==> config.mk <==
export PLATFORM = sky130hd
export DESIGN_NAME = mcu_spi
export DESIGN_NICKNAME = d
export VERILOG_FILES = /design/src/rtl/mcu_pkg.sv /design/src/rtl/spi_sync.sv /design/src/rtl/mcu_spi.sv
export SDC_FILE = /design/constraint.sdc
export NUM_CORES = 1
export LEC_CHECK = 0
export CAP_MARGIN = 20
export CORE_ASPECT_RATIO = 0.5
export CORE_MARGIN = 3
export CORE_UTILIZATION = 53
export CTS_BUF_LIST = sky130_fd_sc_hd__clkbuf_4 sky130_fd_sc_hd__clkbuf_8 sky130_fd_sc_hd__clkbuf_16
export CTS_CLUSTER_DIAMETER = 80
export CTS_CLUSTER_SIZE = 40
export DETAILED_ROUTE_END_ITERATION = 16
export PLACE_DENSITY = 0.78
export SLEW_MARGIN = 30
export SYNTH_ARGS = -nofsm -noshare
export SYNTH_HDL_FRONTEND = slang
export SYNTH_SLANG_ARGS = --single-unit
==> constraint.sdc <==
create_clock -name clk -period 2.3 [get_ports clk]
set_input_delay 0.46 -clock clk [delete_from_list [all_inputs] [get_ports clk]]
set_output_delay 0.46 -clock clk [all_outputs]
set_load 0.02 [all_outputs]
==> src/rtl/mcu_pkg.sv <==
// Shared definitions for the MCU SPI byte link: target codes, FSM states, ID byte.
// Latency: n/a (definitions only).
// Backpressure: n/a.
package mcu_pkg;

  localparam logic [7:0] TGT_SYS     = 8'd1;
  localparam logic [7:0] TGT_HID     = 8'd2;
  localparam logic [7:0] TGT_OSD     = 8'd3;
  localparam logic [7:0] TGT_SDC     = 8'd4;
  localparam logic [7:0] ID_BYTE_DEF = 8'h5C;

  typedef enum logic [1:0] {
    IDLE    = 2'd0,
    TARGET  = 2'd1,
    PAYLOAD = 2'd2
  } state_e;

  // A target byte addresses a consumer only if it is one of the four codes.
  function automatic logic tgt_valid(input logic [7:0] t);
    return (t >= TGT_SYS) && (t <= TGT_SDC);
  endfunction

endpackage

==> src/rtl/spi_sync.sv <==
// Multi-flop synchronizer for one SPI pin with rise/fall detect on the synced value.
// Latency: STAGES clk to o_q, STAGES clk to the edge pulses (edges are one-cycle).
// Backpressure: none; free-running sampler.
// Ports: clk/reset_n (sync, active-low), i_d async pin, o_q synced level,
//        o_rise/o_fall one-cycle pulses on synced transitions.
module spi_sync #(
  parameter int STAGES = 2
) (
  input  logic clk,
  input  logic reset_n,
  input  logic i_d,
  output logic o_q,
  output logic o_rise,
  output logic o_fall
);

  logic [STAGES-1:0] r_sync;
  logic              r_prev;

  always_ff @(posedge clk) begin
    if (!reset_n) begin
      r_sync <= '0;
      r_prev <= 1'b0;
    end else begin
      r_sync <= {r_sync[STAGES-2:0], i_d};
      r_prev <= r_sync[STAGES-1];
    end
  end

  assign o_q    = r_sync[STAGES-1];
  assign o_rise =  r_sync[STAGES-1] & ~r_prev;
  assign o_fall = ~r_sync[STAGES-1] &  r_prev;

endmodule

==> src/rtl/mcu_spi.sv <==
// Mode-0 SPI slave: first byte of a frame selects a target, later bytes strobe that consumer; replies go out on MISO.
// Latency: pulse 1 clk after the synced 8th rising sclk edge (SYNC_STAGES+1 clk from the pin edge).
// Backpressure: none; consumers must take each byte on its one-cycle pulse, reply byte sampled 1 clk after it.
// Ports: clk, reset_n (sync, active-low); spi_csn/spi_sclk/spi_mosi/spi_miso MCU pins;
//        mcu_din reply byte; mcu_start + four target strobes (one-cycle); mcu_data last received byte.
module mcu_spi
  import mcu_pkg::*;
#(
  parameter int         SYNC_STAGES = 2,
  parameter logic [7:0] ID_BYTE     = ID_BYTE_DEF
) (
  input  logic       clk,
  input  logic       reset_n,
  input  logic       spi_csn,
  input  logic       spi_sclk,
  input  logic       spi_mosi,
  output logic       spi_miso,
  input  logic [7:0] mcu_din,
  output logic       mcu_start,
  output logic       mcu_sys_strobe,
  output logic       mcu_hid_strobe,
  output logic       mcu_osd_strobe,
  output logic       mcu_sdc_strobe,
  output logic [7:0] mcu_data
);

  logic w_sclk_s, w_sclk_rise, w_sclk_fall;
  logic w_csn_s, w_csn_rise_unused, w_csn_fall;
  logic w_mosi_s, w_unused_mosi_rise, w_unused_mosi_fall;

  spi_sync #(.STAGES(SYNC_STAGES)) u_sync_sclk (
    .clk(clk), .reset_n(reset_n), .i_d(spi_sclk),
    .o_q(w_sclk_s), .o_rise(w_sclk_rise), .o_fall(w_sclk_fall)
  );
  spi_sync #(.STAGES(SYNC_STAGES)) u_sync_csn (
    .clk(clk), .reset_n(reset_n), .i_d(spi_csn),
    .o_q(w_csn_s), .o_rise(w_csn_rise_unused), .o_fall(w_csn_fall)
  );
  spi_sync #(.STAGES(SYNC_STAGES)) u_sync_mosi (
    .clk(clk), .reset_n(reset_n), .i_d(spi_mosi),
    .o_q(w_mosi_s), .o_rise(w_unused_mosi_rise), .o_fall(w_unused_mosi_fall)
  );

  state_e     r_state, w_state_nxt;
  logic       r_armed;
  logic [6:0] r_rx;      // only 7 bits kept: the 8th arrives with the completing edge
  logic [2:0] r_cnt;
  logic [7:0] r_tgt;
  logic [7:0] r_tx;
  logic [7:0] r_data;
  logic       r_start, r_sys, r_hid, r_osd, r_sdc;

  logic       w_active, w_byte_done, w_enter, w_pulse_any;
  logic [7:0] w_byte;

  assign w_active    = (r_state != IDLE);
  assign w_byte      = {r_rx, w_mosi_s};
  assign w_byte_done = w_sclk_rise && w_active && (r_cnt == 3'd7);
  assign w_enter     = (r_state == IDLE) && (w_state_nxt == TARGET);
  assign w_pulse_any = r_start | r_sys | r_hid | r_osd | r_sdc;

  always_comb begin
    w_state_nxt = r_state;
    if (w_csn_s) begin
      w_state_nxt = IDLE;
    end else begin
      case (r_state)
        IDLE:    if (w_csn_fall && r_armed) w_state_nxt = TARGET;
        TARGET:  if (w_byte_done)           w_state_nxt = PAYLOAD;
        PAYLOAD: w_state_nxt = PAYLOAD;
        default: w_state_nxt = IDLE;
      endcase
    end
  end

  always_ff @(posedge clk) begin
    if (!reset_n) begin
      r_state <= IDLE;
      r_armed <= 1'b0;
      r_rx    <= '0;
      r_cnt   <= '0;
      r_tgt   <= '0;
      r_tx    <= '0;
      r_data  <= '0;
      r_start <= 1'b0;
      r_sys   <= 1'b0;
      r_hid   <= 1'b0;
      r_osd   <= 1'b0;
      r_sdc   <= 1'b0;
    end else begin
      r_state <= w_state_nxt;
      r_armed <= r_armed | w_csn_s;
      r_start <= 1'b0;
      r_sys   <= 1'b0;
      r_hid   <= 1'b0;
      r_osd   <= 1'b0;
      r_sdc   <= 1'b0;

      // Keyed on the registered state so a byte completing in the same
      // cycle csn is seen high is still delivered.
      if (w_sclk_rise && w_active) begin
        r_rx  <= w_byte[6:0];
        r_cnt <= r_cnt + 3'd1;
      end

      if (w_byte_done) begin
        r_data <= w_byte;
        if (r_state == TARGET) begin
          r_start <= 1'b1;
          r_tgt   <= w_byte;
        end else begin
          case (r_tgt)
            TGT_SYS: r_sys <= 1'b1;
            TGT_HID: r_hid <= 1'b1;
            TGT_OSD: r_osd <= 1'b1;
            TGT_SDC: r_sdc <= 1'b1;
            default: ;
          endcase
        end
      end

      // The falling edge that closes a byte (counter back at 0) must not
      // shift: the reply loaded after the pulse has to keep its MSB on MISO
      // for the first rising edge of the next byte.
      if (w_sclk_fall && w_active && (r_cnt != 3'd0))
        r_tx <= {r_tx[6:0], 1'b0};
      if (w_pulse_any)
        r_tx <= tgt_valid(r_tgt) ? mcu_din : 8'h00;
      if (w_enter) begin
        r_tx  <= ID_BYTE;
        r_cnt <= '0;
      end

      // Deselect drops any partial byte and stale reply data.
      if (w_csn_s) begin
        r_cnt <= '0;
        r_tx  <= '0;
      end
    end
  end

  assign spi_miso       = r_tx[7] & ~w_csn_s;
  assign mcu_start      = r_start;
  assign mcu_sys_strobe = r_sys;
  assign mcu_hid_strobe = r_hid;
  assign mcu_osd_strobe = r_osd;
  assign mcu_sdc_strobe = r_sdc;
  assign mcu_data       = r_data;

endmodule

==> metrics.txt, run 1 <==
CP max stage cell or3_1; RSZ-0062 raised after global routing false; Sw Ratio 20.8%; die width 92.3 um; iteration-0 DRC count of the detailed router 52; Final Hold Viols 0; largest net degree at the start of global routing 26; YS warnings 0; DRC violations left 0; ANT nets after route 0; critical path, cell by cell inv_1 -> ha_1 -> nor2b_1 -> or3_1 -> o21a_1 -> o221a_2; Post CTS Setup Buffer Count 0; Fillers 257; dpl hpwl 2850 um; Worst setup startpoint r_cnt[0]; Layout Nets 249; power share of the clock group 40.4%; crit-path max FO 9; Crit. End Element flip-flop; Die Ht 49.1 um; Hold Buf Count CTS 0; Worst Hold Class flip-flop to flip-flop; total number of vias 1,546; Tcrit/Tclk final 80.8%; Final min period 1860 ps; Hold Path End u_sync_csn.r_sync[1]; total die area 4530 sq um; diode count 0; GRT Total Usage 19.2%; Yosys cell types 35; Pwr Total 0.00154 W; worst slew pin tran 588 ps; CTS tree yes; Fin Hold WS 439 ps; Logic pwr share 2.9%; routability cong. 0.874; final wirelength 4120 um; Seq pwr share 56.7%; Worst Hold Depth 1; Reg2Reg Depth 6; clock buffer depth 2; Worst EP required 2500 ps; main flop type after synthesis dfxtp_1; Reg-to-Reg Start r_cnt[0]; Post-synth EDFFs 0; cells after synthesis 206; worst flop-to-flop path endpoint r_tx[7]; Pwr per Cell Area 644 nW/um^2; IO Count 27; wire per inst 14.6 um; HP Start u_sync_csn.r_sync[0]; core area 3280 sq um; largest cells by area after synthesis dfxtp_1 51%, mux2i_1 8.1%, nor2_1 4.8%, a21oi_1 4.3%, nor4b_1 3.1%; max-slew violations 0; row count 14; sequential share of the synthesized area 50.8%; fmax 538 MHz; Initial DRT Pass Iterations 4; clock latency on the worst-skew pair 310 ps; Final Core Density 73.2%; Sw Pwr 0.000322 W; Async S/R FF share, synth 0%; vias in the first global route 1,504; WP data arrival 2060 ps; CP startpoint kind flip-flop; CTS Buf Count 5; starting density of the core 60.2%; share of cells above drive strength 1 8.97%; Worst Skew 9.38 ps; VDD IR max 0.402 mV; CTS clock-pin slew for the worst setup and hold paths 90 ps; leak pwr 0.915 nW; initial antenna violation count 0; CTS sink cnt 50; internal power 0.00122 W; area fraction of the dominant cell type after synthesis 50.8%; status finished clean; Layout area overhead 21.6%; area leader, netlist dfxtp_1; # H-tree levels 2; first-pass GRT wire length 6950 um; FF-to-FF setup slack 440 ps; # setup viols final 0; Yosys reg bits 50; Rel. slew slack 60.7%; Netlist Area Pre-Place 1970 sq um; Storage cell area 1000 sq um; grt ovf 0; area of the multi-input gates 915 sq um; IO Port Bufs 26; Post-CTS Resized 0; crit-path max cell delay 450 ps; CTS Root Cell clkbuf_8; Synth Area per Inst 9.57 sq um; vias per inst 5.48; setup_tns 0 ps; Critical Setup Path Class flip-flop to flip-flop; max_cap viols 0; Mapped Nets 222
## worst max-delay path, delay by kind of cell (launching register included)
kind | cells | cell delay [ps]
simple gates | 2 | 670
flops | 1 | 390
compound gates | 2 | 450
fa+ha+maj | 1 | 180
buf+inv | 1 | 60
## cells in the mapped netlist (2+ instances only)
master,instances
o221a_2,3
or2_2,2
nor2_1,25
and3_1,3
o21ai_0,5
clkbuf_1,5
buf_2,2
nand2_1,10
ha_1,3
a31oi_1,4
and2_1,9
a21oi_1,17
nor4b_1,7
nand2b_1,4
mux2i_1,16
nand3_1,11
nor2b_1,3
o31a_1,4
buf_1,3
nor3_1,3
inv_1,2
dfxtp_1,50
o21a_1,3
## cell families after synthesis
logic type / Yosys count / synth area share (%)
AND/OR/NAND/NOR: 86 / 24.4
flip-flops: 50 / 50.8
AO/OA/AOI/OAI: 36 / 11.5
multiplexers: 16 / 8.12
buffers and inverters: 14 / 2.86
adder cells (fa/ha/maj): 3 / 1.90
XOR/XNOR: 1 / 0.444
## layout by cell type (no fill, tap or decap), types with 2 or more instances in the layout
master,n
o31a_1,4
clkdlybuf4s50_1,26
a21oi_1,17
nand3_1,11
a31oi_1,4
o21ai_0,5
ha_1,3
nand2b_1,4
dfxtp_1,50
inv_1,2
and3_1,3
buf_4,5
nor3_1,3
nor4b_1,7
nor2b_1,3
o21a_1,3
clkbuf_8,5
mux2i_1,16
o221a_2,3
nand2_1,10
and2_1,9
nor2_1,25
or2_2,2
## flip-flops by register name (all words and copies together) (netlist names)
name,cells
mcu_sys_strobe,1
mcu_data,8
mcu_start,1
r_rx,7
r_tgt,8
u_sync_sclk.r_sync,2
u_sync_csn.r_prev,1
mcu_hid_strobe,1
u_sync_sclk.r_prev,1
mcu_sdc_strobe,1
u_sync_csn.r_sync,2
mcu_osd_strobe,1
r_tx,8
r_cnt,3
r_armed,1
r_state,2
u_sync_mosi.r_sync,2
## per-layer routing
metal | part of all wire, % | up-vias | track usage (%)
met3 | 4.2 | 5 | 6.16
li1 | - | 782 | -
met4 | 0.63 | 0 | 6.40
met2 | 47 | 28 | 32.4
met5 | 0 | - | 0
met1 | 48 | 731 | 23.5
## how the worst max path moves through the flow
stage / end / cells after the start / slack (ps)
detailed placement: r_tx[0] / 4 / 330
finish: r_tx[7] / 6 / 440
CTS: spi_miso / 2 / 440
floorplan: r_tx[7] / 7 / 500
global route: r_tx[7] / 4 / 360
global placement: r_tx[0] / 4 / 410
## through the flow
step / setup WS (ps) / area [sq um] / cells
6_report: 442 / 2400 / 282
3_5_place_dp: 331 / 2280 / 274
2_1_floorplan: 498 / 1970 / 206
4_1_cts: 440 / 2400 / 282
5_1_grt: 362 / 2400 / 282
3_3_place_gp: 407 / 2280 / 274
## layout make-up
cell class,count,share of cell area (%)
flip-flops and latches,50,41.8
multi-input cells,142,38.2
repair buffers,31,12.4
clock buffers,5,2.87
well taps,48,2.51
clock inverters,3,1.83
inverters,3,0.470
## power by group through the flow
stage / registers [W] / clock network [W] / logic [W]
finish: 0.000876 / 0.000623 / 0.0000452
global route: 0.000877 / 0.000669 / 0.0000496
CTS: 0.000876 / 0.000629 / 0.0000453
detailed placement: 0.000896 / 0 / 0.0000448
global placement: 0.000896 / 0 / 0.0000440
floorplan: 0.000895 / 0 / 0.0000217
(Power assumes the default switching activity.)
==> inputs of run 2 (changes only) <==
clock period = 1.9 ns   (was 2.3 ns; I/O delays follow)
==> run 2 against run 1 <==
Compared with the run above:
- sequential cell count unchanged
- clock-buffer cell count up 1
- critical path depth decreased by 2
- final cell count up 1.4%
- register-to-register slack got worse by 340 ps
- worst setup slack got worse by 340 ps
- combinational power grew 29%
==> metrics.txt, run 2 (synthesized netlist as in run 1, its figures left out) <==
status finished clean (unchanged); vias in the first global route 1,538 (was 1,504); Post CTS Setup Buffer Count 0 (unchanged); wire per inst 14.4 um (was 14.6 um); Hold Path End u_sync_mosi.r_sync[1] (was u_sync_csn.r_sync[1]); Crit. End Element flip-flop (unchanged); Worst Skew 3.81 ps (was 9.38 ps); Worst Hold Class flip-flop to flip-flop (unchanged); CTS Root Cell clkbuf_8 (unchanged); max-slew violations 0 (unchanged); metal2 WL 1890 um (was 1940 um); Tcrit/Tclk final 94.8% (was 80.8%); GRT Total Usage 19.6% (was 19.2%); # setup viols final 0 (unchanged); Layout Nets 253 (was 249); setup_tns 0 ps (unchanged); Initial DRT Pass Iterations 4 (unchanged); Logic pwr share 3.3% (was 2.9%); die width 92.3 um (unchanged); CTS tree yes (unchanged); Pwr Total 0.00177 W (was 0.00154 W); Final min period 1800 ps (was 1860 ps); Sw Pwr 0.000380 W (was 0.000322 W); Pwr per Cell Area 732 nW/um^2 (was 644 nW/um^2); Die Ht 49.1 um (unchanged); Hold Buf Count CTS 0 (unchanged); Fillers 251 (was 257); row count 14 (unchanged); final wirelength 4130 um (was 4120 um); CTS sink cnt 50 (unchanged); Rel. slew slack 63.1% (was 60.7%); area of the multi-input gates 915 sq um (unchanged); HP Start u_sync_mosi.r_sync[0] (was u_sync_csn.r_sync[0]); initial antenna violation count 0 (unchanged); worst flop-to-flop path endpoint r_tx[5] (was r_tx[7]); IO Count 27 (unchanged); FF-to-FF setup slack 100 ps (was 440 ps); CTS clock-pin slew for the worst setup and hold paths 90 ps (about the same); total die area 4530 sq um (unchanged); Seq pwr share 60.0% (was 56.7%); Post-CTS Resized 0 (unchanged); IO Port Bufs 26 (unchanged); Reg-to-Reg Start r_tgt[4] (was r_cnt[0]); fmax 555 MHz (was 538 MHz); iteration-0 DRC count of the detailed router 85 (was 52); Storage cell area 1000 sq um (unchanged); first-pass GRT wire length 7120 um (was 6950 um); leak pwr 0.924 nW (was 0.915 nW); Critical Setup Path Class flip-flop to flip-flop (unchanged); VDD IR max 0.499 mV (was 0.402 mV); grt ovf 0 (unchanged); power share of the clock group 36.7% (was 40.4%); largest net degree at the start of global routing 26 (unchanged); Layout area overhead 22.4% (was 21.6%); starting density of the core 60.2% (unchanged); diode count 0 (unchanged); commonest non-fill, non-tap cells in the layout 50 x dfxtp_1, 26 x clkdlybuf4s50_1, 25 x nor2_1 (unchanged); crit-path max FO 8 (was 9); met1 WL 2020 um (was 1980 um); DRC violations left 0 (unchanged); Sw Ratio 21.5% (was 20.8%); Worst Hold Depth 1 (unchanged); Final Hold Viols 0 (unchanged); total number of vias 1,573 (was 1,546); # H-tree levels 2 (unchanged); RSZ-0062 raised after global routing false (unchanged); clock latency on the worst-skew pair 300 ps (was 310 ps); CP startpoint kind flip-flop (unchanged); share of cells above drive strength 1 10.5% (was 8.97%); max_cap viols 0 (unchanged); WP data arrival 2050 ps (was 2060 ps); most common cell after layout, fill and taps aside dfxtp_1 (unchanged); ANT nets after route 0 (unchanged); dpl hpwl 2990 um (was 2850 um); met3 routed WL 215 um (was 175 um); Reg2Reg Depth 4 (was 6); internal power 0.00139 W (was 0.00122 W); core area 3280 sq um (unchanged); Max Used Layer met3 (was met4); vias per inst 5.50 (was 5.48); Worst EP required 2150 ps (was 2500 ps); CTS Buf Count 5 (unchanged); clock buffer depth 2 (unchanged); worst slew pin tran 551 ps (was 588 ps); routability cong. 0.845 (was 0.874)
-- run 2: cell count changes in the layout (fill, tap and decap cells not counted), sizes merged --
cell | previous run | this run
buf | 5 | 9
bufinv | 1 | 0
clkbuf | 5 | 6
clkinv | 1 | 0
clkinvlp | 0 | 1
-- run 2: power groups by stage --
stage	clock network (W)	logic (W)	registers, W
floorplan	0	0.0000263	0.00108
global placement	0	0.0000568	0.00108
detailed placement	0	0.0000577	0.00109
CTS	0.000670	0.0000584	0.00106
global route	0.000717	0.0000642	0.00106
finish	0.000648	0.0000583	0.00106
-- run 2: area by class of cell --
type,count,area share [%]
Inverter,3,0.467
Multi-Input combinational cell,142,37.9
Timing Repair Buffer,35,13.6
Tap cell,48,2.49
Clock inverter,2,0.674
Clock buffer,6,3.42
Sequential cell,50,41.5
-- run 2: through the flow --
stage	std cells	util, %	setup slack, ps	hold slack (ps)	instance area [sq um]
finish	286	73.7	98.3	449	2410
global route	286	73.7	5.28	470	2410
CTS	286	73.7	94.0	445	2410
detailed placement	278	70.7	120	422	2310
global placement	278	70.7	168	414	2310
floorplan	206	-	97.6	412	1970
-- run 2: how the worst max path moves through the flow --
| stage | startpoint | to | depth (start not counted) |
|---|---|---|---|
| after detailed placement | r_tgt[4] | r_tx[5] | 4 |
| after global placement | r_tgt[4] | r_tx[7] | 4 |
| after CTS | r_tgt[4] | r_tx[5] | 4 |
| final | r_tgt[4] | r_tx[5] | 4 |
| after global routing | r_tgt[4] | r_tx[5] | 4 |
| after floorplan | r_cnt[0] | r_tx[7] | 7 |
-- run 2: worst max-delay path, stage by stage (launching register included) --
cell     delay (ps)
dfxtp_1         320
or4_4           550
nor4b_4         470
and3_1          230
o221a_2         180
-- run 2: metal layers --
metal	track usage, %	vias to the layer above
met4	5.42	0
met1	24.6	751
met2	31.9	37
met5	0	-
met3	6.93	0
li1	-	785
==> inputs of run 3 (changes only) <==
CAP_MARGIN = unset   (was 20)
==> results of run 3 <==
No change in the layout: final DEF, timing and power equal those of run 2.
